===== config.mk =====
export PLATFORM = sky130hd
export DESIGN_NAME = serial_pattern_detector
export DESIGN_NICKNAME = d
export VERILOG_FILES = /design/src/rtl/serial_pattern_detector.sv
export SDC_FILE = /design/constraint.sdc
export NUM_CORES = 1
export LEC_CHECK = 0
export ABC_AREA = 1
export CORE_ASPECT_RATIO = 0.8
export CORE_MARGIN = 2
export CORE_UTILIZATION = 45
export CTS_BUF_LIST = sky130_fd_sc_hd__clkbuf_4 sky130_fd_sc_hd__clkbuf_8 sky130_fd_sc_hd__clkbuf_16
export CTS_CLUSTER_SIZE = 10
export DETAILED_ROUTE_END_ITERATION = 8
export HOLD_SLACK_MARGIN = 0.12
export PLACE_DENSITY = 0.85
export SYNTH_ARGS = -nofsm -noshare
export SYNTH_HDL_FRONTEND = slang
export SYNTH_SLANG_ARGS = --single-unit

===== constraint.sdc =====
create_clock -name clock -period 1.55 [get_ports clock]
set_input_delay 0.3875 -clock clock [delete_from_list [all_inputs] [get_ports clock]]
set_output_delay 0.3875 -clock clock [all_outputs]
set_load 0.01 [all_outputs]

===== src/rtl/serial_pattern_detector.sv =====
// serial_pattern_detector: serial shift register with a fill-gated pattern matcher
// and a saturating match counter.
module serial_pattern_detector #(
    parameter int WIDTH   = 10,
    parameter int PAT_LEN = 4,
    parameter int CNT_W   = 8
) (
    input  logic               clock,
    input  logic               reset_n,
    input  logic               in,
    input  logic               enable,
    input  logic [PAT_LEN-1:0] pattern,
    input  logic               overlap,
    input  logic               count_clear,
    output logic [WIDTH-1:0]   data,
    output logic               out,
    output logic               match,
    output logic [CNT_W-1:0]   match_count
);
    localparam int FW = $clog2(PAT_LEN + 1);
    localparam logic [FW-1:0] FULL = FW'(PAT_LEN);
    localparam logic [FW-1:0] ARM  = FW'(PAT_LEN - 1);

    logic [WIDTH-1:0]   data_q, data_d;
    logic [PAT_LEN-1:0] hist_q, hist_d, hist_nxt;
    logic [FW-1:0]      fill_q, fill_d;
    logic [CNT_W-1:0]   cnt_q, cnt_d;
    logic               match_q, hit;

    always_comb begin
        hist_nxt = {hist_q[PAT_LEN-2:0], in};
        hit      = enable && (fill_q >= ARM) && (hist_nxt == pattern);
        hist_d   = enable ? hist_nxt : hist_q;
        data_d   = enable ? {in, data_q[WIDTH-1:1]} : data_q;
        // Only the fill counter gates detection, so stale history can never hit.
        fill_d   = !enable ? fill_q : (hit && !overlap) ? '0 : (fill_q == FULL) ? fill_q : fill_q + 1'b1;
        cnt_d    = count_clear ? '0 : (hit && cnt_q != '1) ? cnt_q + 1'b1 : cnt_q;
    end

    always_ff @(posedge clock) begin
        if (!reset_n) begin
            data_q  <= {1'b1, {(WIDTH-1){1'b0}}};
            hist_q  <= '0;
            fill_q  <= '0;
            cnt_q   <= '0;
            match_q <= 1'b0;
        end else begin
            data_q  <= data_d;
            hist_q  <= hist_d;
            fill_q  <= fill_d;
            cnt_q   <= cnt_d;
            match_q <= hit;
        end
    end

    assign data        = data_q;
    assign out         = data_q[0];
    assign match       = match_q;
    assign match_count = cnt_q;
endmodule


==> impl_results.md, run 1 <==
* DRC viols at 0
* Crit end category: register
* WHS at 0.504 ns
* Multi-input gate area at 667 µm²
* First-pass GRT wire length at 4660 µm
* Initial core utilization at 48.1%
* Placed Instance Area at 1540 µm²
* Hold buffer count at CTS at 0
* Final setup TNS at 0 ns
* Clk Latency, worst-skew pair at 0.33 ns
* Seq. cell area at 523 µm²
* Fillers at 206
* Post-route setup slack at 0.0348 ns
* Fin area at 1680 µm²
* Status: complete, no violations
* Max Fclk at 0.660 GHz
* WL final at 3010 µm
* Synthesized instance count at 163
* CTS Buffer Depth at 2
* Drt pass-1 iters at 4
* Largest cells by area after synthesis: dfxtp_1, nand2_1, nor2_1
* Dpl hpwl at 2080 µm
* Cell Area, Synth at 1190 µm²
* Core Region at 2480 µm²
* Crit Path Max Fanout at 8
* Non-filler instance count after layout at 236
* Count of cell types in the netlist at 22
* Fraction of layout cells with a size suffix above 1 at 23.5%
* Hold_sp: hist_q[2]$_SDFFE_PN0P_
* Num CTS Buffers at 3
* Synth area leader: dfxtp_1
* Antenna violations before repair at 0
* Hold Fails Final Rpt at 0
* CP arrival at 1.78 ns
* Via Count at 1,179
* Count of final max-slew check failures at 0
* Setup CP Type: register to register
* RSZ-0062 raised after global routing: yes
* EDFF count, synth at 0
* PortBufs at 29
* Final setup violating endpoints at 0
* Total of max-cap violations at 0
* CP startpoint: fill_q[1]$_SDFFE_PN0P_
* Worst clock skew at 0.00719 ns
* Clk sink count at 25
* Post-DRT Antenna Nets at 0
* RR Startpoint: fill_q[1]$_SDFFE_PN0P_
* Clock root buffer: clkbuf_4
* Pin count of the biggest net entering global routing at 18
* Clock transition at path regs at 0.14 ns
* Drt wl/cell at 12.8 µm
* Post-synth top area share at 41.9%
* Fin crit period at 1.52 ns
* Crit start category: register
* Die height at 50.1 µm
* Synth Flop Type: dfxtp_1
* 1st-iter DRT viols at 26
* Number of global-route vias before repair at 1,074
* Req. time, crit path at 1.82 ns
* Io pins at 30
* Mapped Nets at 177
* # H-tree levels at 1
* Mean post-synth cell area at 7.32 µm²
* Grt ovf at 0
* Final nets at 215
* Worst slew margin at 82.5%
* VDD IR max at 535 µV
* Global router's overall resource usage at 20.2%
* CTS tree: yes
* Die extent in x at 61.6 µm
* Seq cells post-synth at 25
* Placer Congestion at 0.836
* Yosys warning count at 0
* Final Cycle Share at 97.8%
* Util after Layout at 67.5%
* Hold/Removal Path Class: register to register
* Post-Place Cells at 229
* P per Cell Area at 738 nW/µm²
* Via-to-Cell Ratio at 5.00
* PnR Total Power at 1.24 mW
* Leak pwr at 0.819 nW
* Sequential-to-total area share from yosys stat at 41.9%
* Worst slack at placement at -0.314 ns
* Async SR Flop Fraction at 0%
* Area growth from synthesis to layout at 40.4%
* DIE AREA at 3080 µm²
* # diodes at 0
* Slew @ Worst Pin at 0.261 ns
* Most frequent cells in the layout: nor2_1, nand2_1, dlygate4sd2_1
* Cell Rows at 16
* Commonest non-fill, non-tap cell in the layout: nor2_1
[logic make-up (layout without fill, tap and decap cells)]
group	Yosys count	in the layout	share of synthesized area (%)
simple gates	78	78	29.4
flops	25	25	41.9
compound gates	26	26	11.2
fa+ha+maj	4	4	4.19
xor+xnor	6	6	4.40
buf+inv	24	61	8.91
[path summary, 6_finish.rpt]
path / to / slack (ns) / cells after the start
max: match_count[4]$_SDFFE_PP0P_ / 0.03 / 10
min reg2reg: hist_q[2]$_SDFFE_PN0P_ / 0.50 / 2
max reg2reg: match_count[4]$_SDFFE_PP0P_ / 0.03 / 10
min: hist_q[2]$_SDFFE_PN0P_ / 0.50 / 2
[synthesized netlist by cell type, types with 2 or more instances]
| cell type | n |
|---|---|
| a21oi_1 | 11 |
| xor2_1 | 4 |
| inv_1 | 17 |
| nand3_1 | 8 |
| nor2_1 | 30 |
| ha_1 | 4 |
| clkbuf_1 | 3 |
| dfxtp_1 | 25 |
| nand2_2 | 3 |
| inv_4 | 2 |
| xnor2_1 | 2 |
| o21ai_0 | 14 |
| nand2_1 | 31 |
[registers in the layout (all words and copies together), names as in the netlist]
name / cells
data: 10
match: 1
fill_q: 3
hist_q: 3
match_count: 8
[area by class of cell]
class                           count  area share, %
Clock buffer                        4           1.79
Inverter                           19           4.70
Multi-Input combinational cell    114           39.8
Sequential cell                    25           31.2
Tap cell                           36           2.69
Timing Repair Buffer               37           19.6
Timing Repair inverter              1          0.224
[timing repair]
| item | CTS | global route |
|---|---|---|
| buffers inserted | 2 | 0 |
| setup endpoints to repair | 29 | 11 |
| gates resized for setup | 38 | 18 |
| gates cloned | 1 | 0 |
| pin swaps | 6 | 3 |
[routing by layer]
metal	up-vias	track usage (%)	routed length, µm
li1	587	-	-
met1	558	27.6	1370
met2	28	30.5	1460
met3	6	5.77	133
met4	0	6.03	53
met5	-	0	0
[worst max-delay path, stage by stage (launching register included)]
cell	delay, ns
dfxtp_4	0.39
ha_4	0.13
ha_4	0.13
nor2_4	0.03
nand2_2	0.08
nand2_2	0.07
nor2_4	0.16
nand3_4	0.15
clkinv_4	0.11
nand2_1	0.07
a21oi_2	0.12
[power breakdown]
part           switching, mW  total, mW  internal (mW)  leakage (nW)
combinational          0.124      0.225          0.101         0.590
sequential            0.0252      0.694          0.669         0.211
clock                  0.199      0.317          0.119        0.0184
total                  0.347       1.24          0.889         0.819
Power figures use the tool's default switching activity.
==> run 2, diff against run 1 <==
--- a/config.mk
+++ b/config.mk
@@ -13,7 +13,7 @@
 export CTS_CLUSTER_SIZE = 10
 export DETAILED_ROUTE_END_ITERATION = 8
 export HOLD_SLACK_MARGIN = 0.12
-export PLACE_DENSITY = 0.85
+export PLACE_DENSITY = 0.83
 export SYNTH_ARGS = -nofsm -noshare
 export SYNTH_HDL_FRONTEND = slang
 export SYNTH_SLANG_ARGS = --single-unit
==> run 2 against run 1 <==
Net effect:
- combinational power hardly changed
- clock-buffer cell count stayed put
- worst hold slack worse by 0.018 ns
- clock power hardly changed
- maximum frequency is 1.4% lower
- cell count is 0.85% higher
- critical path type unchanged
- critical endpoint is now match_count[1]$_SDFFE_PP0P_
- largest power group unchanged
==> impl_results.md, run 2 (synthesis results as in run 1) <==
* Status: complete, no violations
* Max Fclk at 0.651 GHz
* Largest register FFs at 10
* WL final at 2850 µm
* Crit Path Max Fanout at 7
* Commonest non-fill, non-tap cell in the layout: nand2_1
* RSZ-0062 raised after global routing: yes
* DRC viols at 0
* Slew @ Worst Pin at 0.267 ns
* CP Buf/Inv Count at 1
* Pin count of the biggest net entering global routing at 18
* Num CTS Buffers at 3
* Worst clock skew at 0.00472 ns
* Die height at 50.1 µm
* DIE AREA at 3080 µm²
* Clock root buffer: clkbuf_4
* Drt pass-1 iters at 4
* Area growth from synthesis to layout at 42.8%
* Die extent in x at 61.6 µm
* Final Cycle Share at 99.1%
* Clk Latency, worst-skew pair at 0.32 ns
* Via-to-Cell Ratio at 4.85
* Crit start category: register
* Antenna violations before repair at 0
* Initial core utilization at 48.1%
* Placed Instance Area at 1540 µm²
* First-pass GRT wire length at 4660 µm
* VDD IR max at 652 µV
* Leak pwr at 0.800 nW
* # H-tree levels at 1
* P per Cell Area at 725 nW/µm²
* Critical Path Slowest Stage Cell: dfxtp_2
* Dpl hpwl at 2010 µm
* Req. time, crit path at 1.78 ns
* Global router's overall resource usage at 20.1%
* Hold Fails Final Rpt at 0
* Cell Rows at 16
* Critical-path cell list: ha_4, ha_4, nor2_2, nand2_1, nand2_2, nor2_4, nand3_4, clkinvlp_4, nor2_2, nor2_1
* Number of global-route vias before repair at 1,110
* Fin crit period at 1.54 ns
* CTS tree: yes
* CP arrival at 1.76 ns
* CP top delay family: simple AND/OR/NAND/NOR gates
* Post-DRT Antenna Nets at 0
* Crit end category: register
* Io pins at 30
* Final setup violating endpoints at 0
* Setup CP Type: register to register
* Fin area at 1700 µm²
* Placer Congestion at 0.810
* Fillers at 216
* Grt ovf at 0
* 1st-iter DRT viols at 19
* PnR Total Power at 1.23 mW
* Most frequent cells in the layout: nand2_1, nor2_1, dlygate4sd2_1
* CTS Buffer Depth at 2
* Hold/Removal Path Class: register to register
* Drt wl/cell at 12.0 µm
* Total of max-cap violations at 0
* Final nets at 217
* Clock transition at path regs at 0.14 ns
* PortBufs at 29
* Core Region at 2480 µm²
* Count of final max-slew check failures at 0
* Peak per-stage delay on the critical path at 0.36 ns
* Clk sink count at 25
* Worst slew margin at 82.1%
* Fraction of layout cells with a size suffix above 1 at 27.2%
* Via Count at 1,155
* # diodes at 0
run 2: cell count changes in the layout (fill, tap and decap cells not counted), sizes merged:
cell           before  now
buf                 8   10
clkdlybuf4s50       8    9
clkinv              1    0
clkinvlp            0    1
dlymetal6s2s        1    0
run 2: through the flow:
| stage | utilization (%) | instances | hold WS [ns] | worst slack [ns] | TNS (ns) |
|---|---|---|---|---|---|
| floorplan | - | 163 | 0.452 | 0.177 | 0 |
| global placement | 62.2 | 229 | 0.464 | -0.245 | -2.48 |
| detailed placement | 62.2 | 229 | 0.482 | -0.295 | -2.82 |
| CTS | 66.3 | 237 | 0.490 | -0.00254 | -0.00254 |
| global route | 68.6 | 238 | 0.511 | -0.0668 | -0.384 |
| finish | 68.6 | 238 | 0.486 | 0.0135 | 0 |
run 2: worst paths after layout:
| check | start | depth (start not counted) | to | slack [ns] |
|---|---|---|---|---|
| worst max-delay path | fill_q[0]$_SDFFE_PN0P_ | 10 | match_count[1]$_SDFFE_PP0P_ | 0.01 |
| worst min-delay path | data[9]$_SDFFE_PN1P_ | 2 | data[9]$_SDFFE_PN1P_ | 0.49 |
| worst max register to register | fill_q[0]$_SDFFE_PN0P_ | 10 | match_count[1]$_SDFFE_PP0P_ | 0.01 |
| worst min register to register | data[9]$_SDFFE_PN1P_ | 2 | data[9]$_SDFFE_PN1P_ | 0.49 |
run 2: report_power, final:
part           switching (mW)  leakage, nW  total, mW  internal, mW
combinational           0.122        0.571      0.223         0.101
clock                   0.201       0.0184      0.319         0.118
sequential             0.0224        0.210      0.692         0.670
run 2: metal layers:
| layer | up-vias | share of wire [%] | GRT usage (%) |
|---|---|---|---|
| met1 | 539 | 47 | 26.4 |
| met4 | 0 | 1.2 | 4.61 |
| met5 | - | 0 | 0 |
| met3 | 4 | 3.4 | 4.99 |
| met2 | 22 | 48 | 32.6 |
| li1 | 590 | - | - |
run 2: worst register-to-register path, cell delays in order (launching register included):
cell and delay (ns):
dfxtp_2 0.36, ha_4 0.16, ha_4 0.15, nor2_2 0.09
nand2_1 0.08, nand2_2 0.09, nor2_4 0.05, nand3_4 0.12
clkinvlp_4 0.17, nor2_2 0.11, nor2_1 0.05
run 2: repair_timing:
action / CTS / global route
setup buffers: 3 / 1
resized for setup: 42 / 16
endpoints found under the setup margin: 30 / 11
pin swaps: 9 / 9
cloned: 1 / 0
hold buffers: 0 / 0
run 2: final cells by class:
type | count | area, µm² | area share [%]
repair buffers | 39 | 344 | 20.2
clock buffers | 4 | 30.0 | 1.76
well taps | 36 | 45.0 | 2.64
flip-flops and latches | 25 | 523 | 30.7
repair inverters | 1 | 7.51 | 0.441
inverters | 19 | 76.3 | 4.48
multi-input cells | 114 | 678 | 39.8
==> run 3, diff against run 2 <==
--- a/config.mk
+++ b/config.mk
@@ -14,6 +14,7 @@
 export DETAILED_ROUTE_END_ITERATION = 8
 export HOLD_SLACK_MARGIN = 0.12
 export PLACE_DENSITY = 0.83
+export SETUP_SLACK_MARGIN = 0.3
 export SYNTH_ARGS = -nofsm -noshare
 export SYNTH_HDL_FRONTEND = slang
 export SYNTH_SLANG_ARGS = --single-unit
==> run 3 against run 2 <==
Net effect:
- the run now ends with negative setup slack left
- via count up 16%
- register-to-register slack barely moved
- die area is the same
- clock skew is 0.0078 ns higher
- worst setup slack lost 0.031 ns
- critical path depth decreased by 2
- sequential power about the same
- wire length is 35% higher
- sequential share of layout area decreased by 2.0 points
- critical path type is now input port to register
==> impl_results.md, run 3 (synthesis results as in run 1) <==
* Cell Rows at 16
* 1st-iter DRT viols at 70
* Crit start category: input port
* Die extent in x at 61.6 µm
* Global router's overall resource usage at 24.1%
* Fillers at 166
* First-pass GRT wire length at 5620 µm
* Post-Place Cells at 228
* Hold path depth at 3
* Clock transition at path regs at 0.12 ns
* Fraction of layout cells with a size suffix above 1 at 48.0%
* Drt wl/cell at 14.8 µm
* PortBufs at 29
* WHS Endpoint: data[9]$_SDFFE_PN1P_
* Violated checks: negative setup slack
* Crit Path Max Fanout at 7
* Most frequent cells in the layout: buf_4, nor2_1, nand2_1
* Commonest non-fill, non-tap cell in the layout: buf_4
* Hold_sp: in
* Die height at 50.1 µm
* CP arrival at 1.78 ns
* Drt pass-1 iters at 4
* Io pins at 30
* DIE AREA at 3080 µm²
* CTS tree: yes
* Area growth from synthesis to layout at 56.9%
* Req. time, crit path at 1.76 ns
* Count of final max-slew check failures at 0
* Multi-input gate area at 691 µm²
* Fin crit period at 1.57 ns
* FF-to-FF setup slack at 0 ns
* Total of max-cap violations at 0
* PnR Total Power at 1.25 mW
* DRC viols at 0
* Final Cycle Share at 101%
* Core Region at 2480 µm²
* Worst slack at placement at -0.284 ns
* Final setup violating endpoints at 3
* Leak pwr at 0.904 nW
* Worst R2R End: match_count[1]$_SDFFE_PP0P_
* Num CTS Buffers at 3
* CTS Buffer Depth at 2
* Hold buffer count at CTS at 0
* Hold/Removal Path Class: input port to register
* WL final at 3850 µm
* Slew @ Worst Pin at 0.320 ns
* RSZ-0062 raised after global routing: yes
* VDD IR max at 481 µV
* Critical Path Slowest Stage Cell: clkdlybuf4s50_1
* WHS at 0.406 ns
* Final nets at 240
* Worst clock skew at 0.0125 ns
* Crit end category: register
* Grt ovf at 0
* Clk sink count at 25
* Pin count of the biggest net entering global routing at 18
* Post-route setup slack at -0.0179 ns
* Non-filler instance count after layout at 261
* Placer Congestion at 0.791
* Hold Fails Final Rpt at 0
* Status: finished with violations
* R2R depth at 10
* Peak per-stage delay on the critical path at 0.49 ns
* Setup CP Type: input port to register
* Number of global-route vias before repair at 1,255
* # H-tree levels at 1
* # diodes at 0
* RR Startpoint: fill_q[0]$_SDFFE_PN0P_
* Via-to-Cell Ratio at 5.14
* Max Fclk at 0.638 GHz
* Via Count at 1,341
* Dpl hpwl at 2040 µm
* Largest register FFs at 10
* Seq. cell area at 537 µm²
* Antenna violations before repair at 0
* Initial core utilization at 48.1%
* Clock root buffer: clkbuf_4
* Critical-path cell list: clkdlybuf4s50_1, inv_1, nand2_1, nand3_2, nor2_4, nand3_4, o21ai_0, nor2_1
* Post-DRT Antenna Nets at 0
* Worst slew margin at 78.6%
* P per Cell Area at 667 nW/µm²
* Clk Latency, worst-skew pair at 0.32 ns
-- run 3: cell count changes in the layout (fill, tap and decap cells not counted), moves of 2 or more --
cell	delta
nor2_2	-2
buf_2	+15
dfxtp_2	+8
nor2_4	+2
dlygate4sd2_1	-19
nand2_2	+2
dfxtp_1	-9
buf_6	+9
clkdlybuf4s50_1	-2
buf_4	+18
nand2_1	-2
-- run 3: how the worst max path moves through the flow --
stage                                 startpoint                          end  slack, ns  cells past startpoint
after floorplan           fill_q[0]$_SDFFE_PN0P_       fill_q[1]$_SDFFE_PN0P_       0.21                     11
after global placement                    enable       fill_q[1]$_SDFFE_PN0P_      -0.23                     10
after detailed placement                      in       fill_q[1]$_SDFFE_PN0P_      -0.28                     10
after CTS                 fill_q[1]$_SDFFE_PN0P_  match_count[1]$_SDFFE_PP0P_       0.03                     10
after global routing                  pattern[1]  match_count[1]$_SDFFE_PP0P_      -0.08                      8
final                                 pattern[0]  match_count[1]$_SDFFE_PP0P_      -0.02                      8
-- run 3: final cells by class --
cell class / instances / area share (%)
repair buffers: 62 / 26.0
well taps: 36 / 2.40
clock buffers: 4 / 1.60
inverters: 19 / 4.07
multi-input cells: 114 / 36.9
repair inverters: 1 / 0.401
flip-flops and latches: 25 / 28.7
-- run 3: timing repair --
item                                    in CTS  in global routing
gates resized for setup                    107                 29
pin swaps                                   13                 14
buffers inserted                            20                  8
gates cloned                                 1                  0
endpoints found under the setup margin      31                 17
-- run 3: worst max-delay path: cells and delay by family --
family / cells / cell delay [ns]
compound gates: 1 / 0.23
buf+inv: 2 / 0.54
simple gates: 5 / 0.63
-- run 3: layer usage --
metal  share of wire [%]  global-route usage, %  routed length, µm  vias to the layer above
met1                  40                   29.3               1530                      626
met3                 5.4                   5.51                207                       16
met5                   0                      0                  0                        -
li1                    -                      -                  -                      638
met2                  51                   40.0               1960                       61
met4                 4.0                   9.93                156                        0
-- run 3: per-stage QoR --
step           instance area [µm²]  setup TNS, ns  utilization (%)
2_1_floorplan                 1200              0                -
3_3_place_gp                  1550          -2.20             62.3
3_5_place_dp                  1550          -2.80             62.3
4_1_cts                       1740              0             70.0
5_1_grt                       1870         -0.518             75.5
6_report                      1870        -0.0506             75.5
-- run 3: power breakdown --
part | switching [mW] | internal [mW] | leakage, nW | total [mW]
sequential | 0.0214 | 0.670 | 0.214 | 0.692
combinational | 0.137 | 0.116 | 0.672 | 0.253
clock | 0.187 | 0.118 | 0.0184 | 0.305
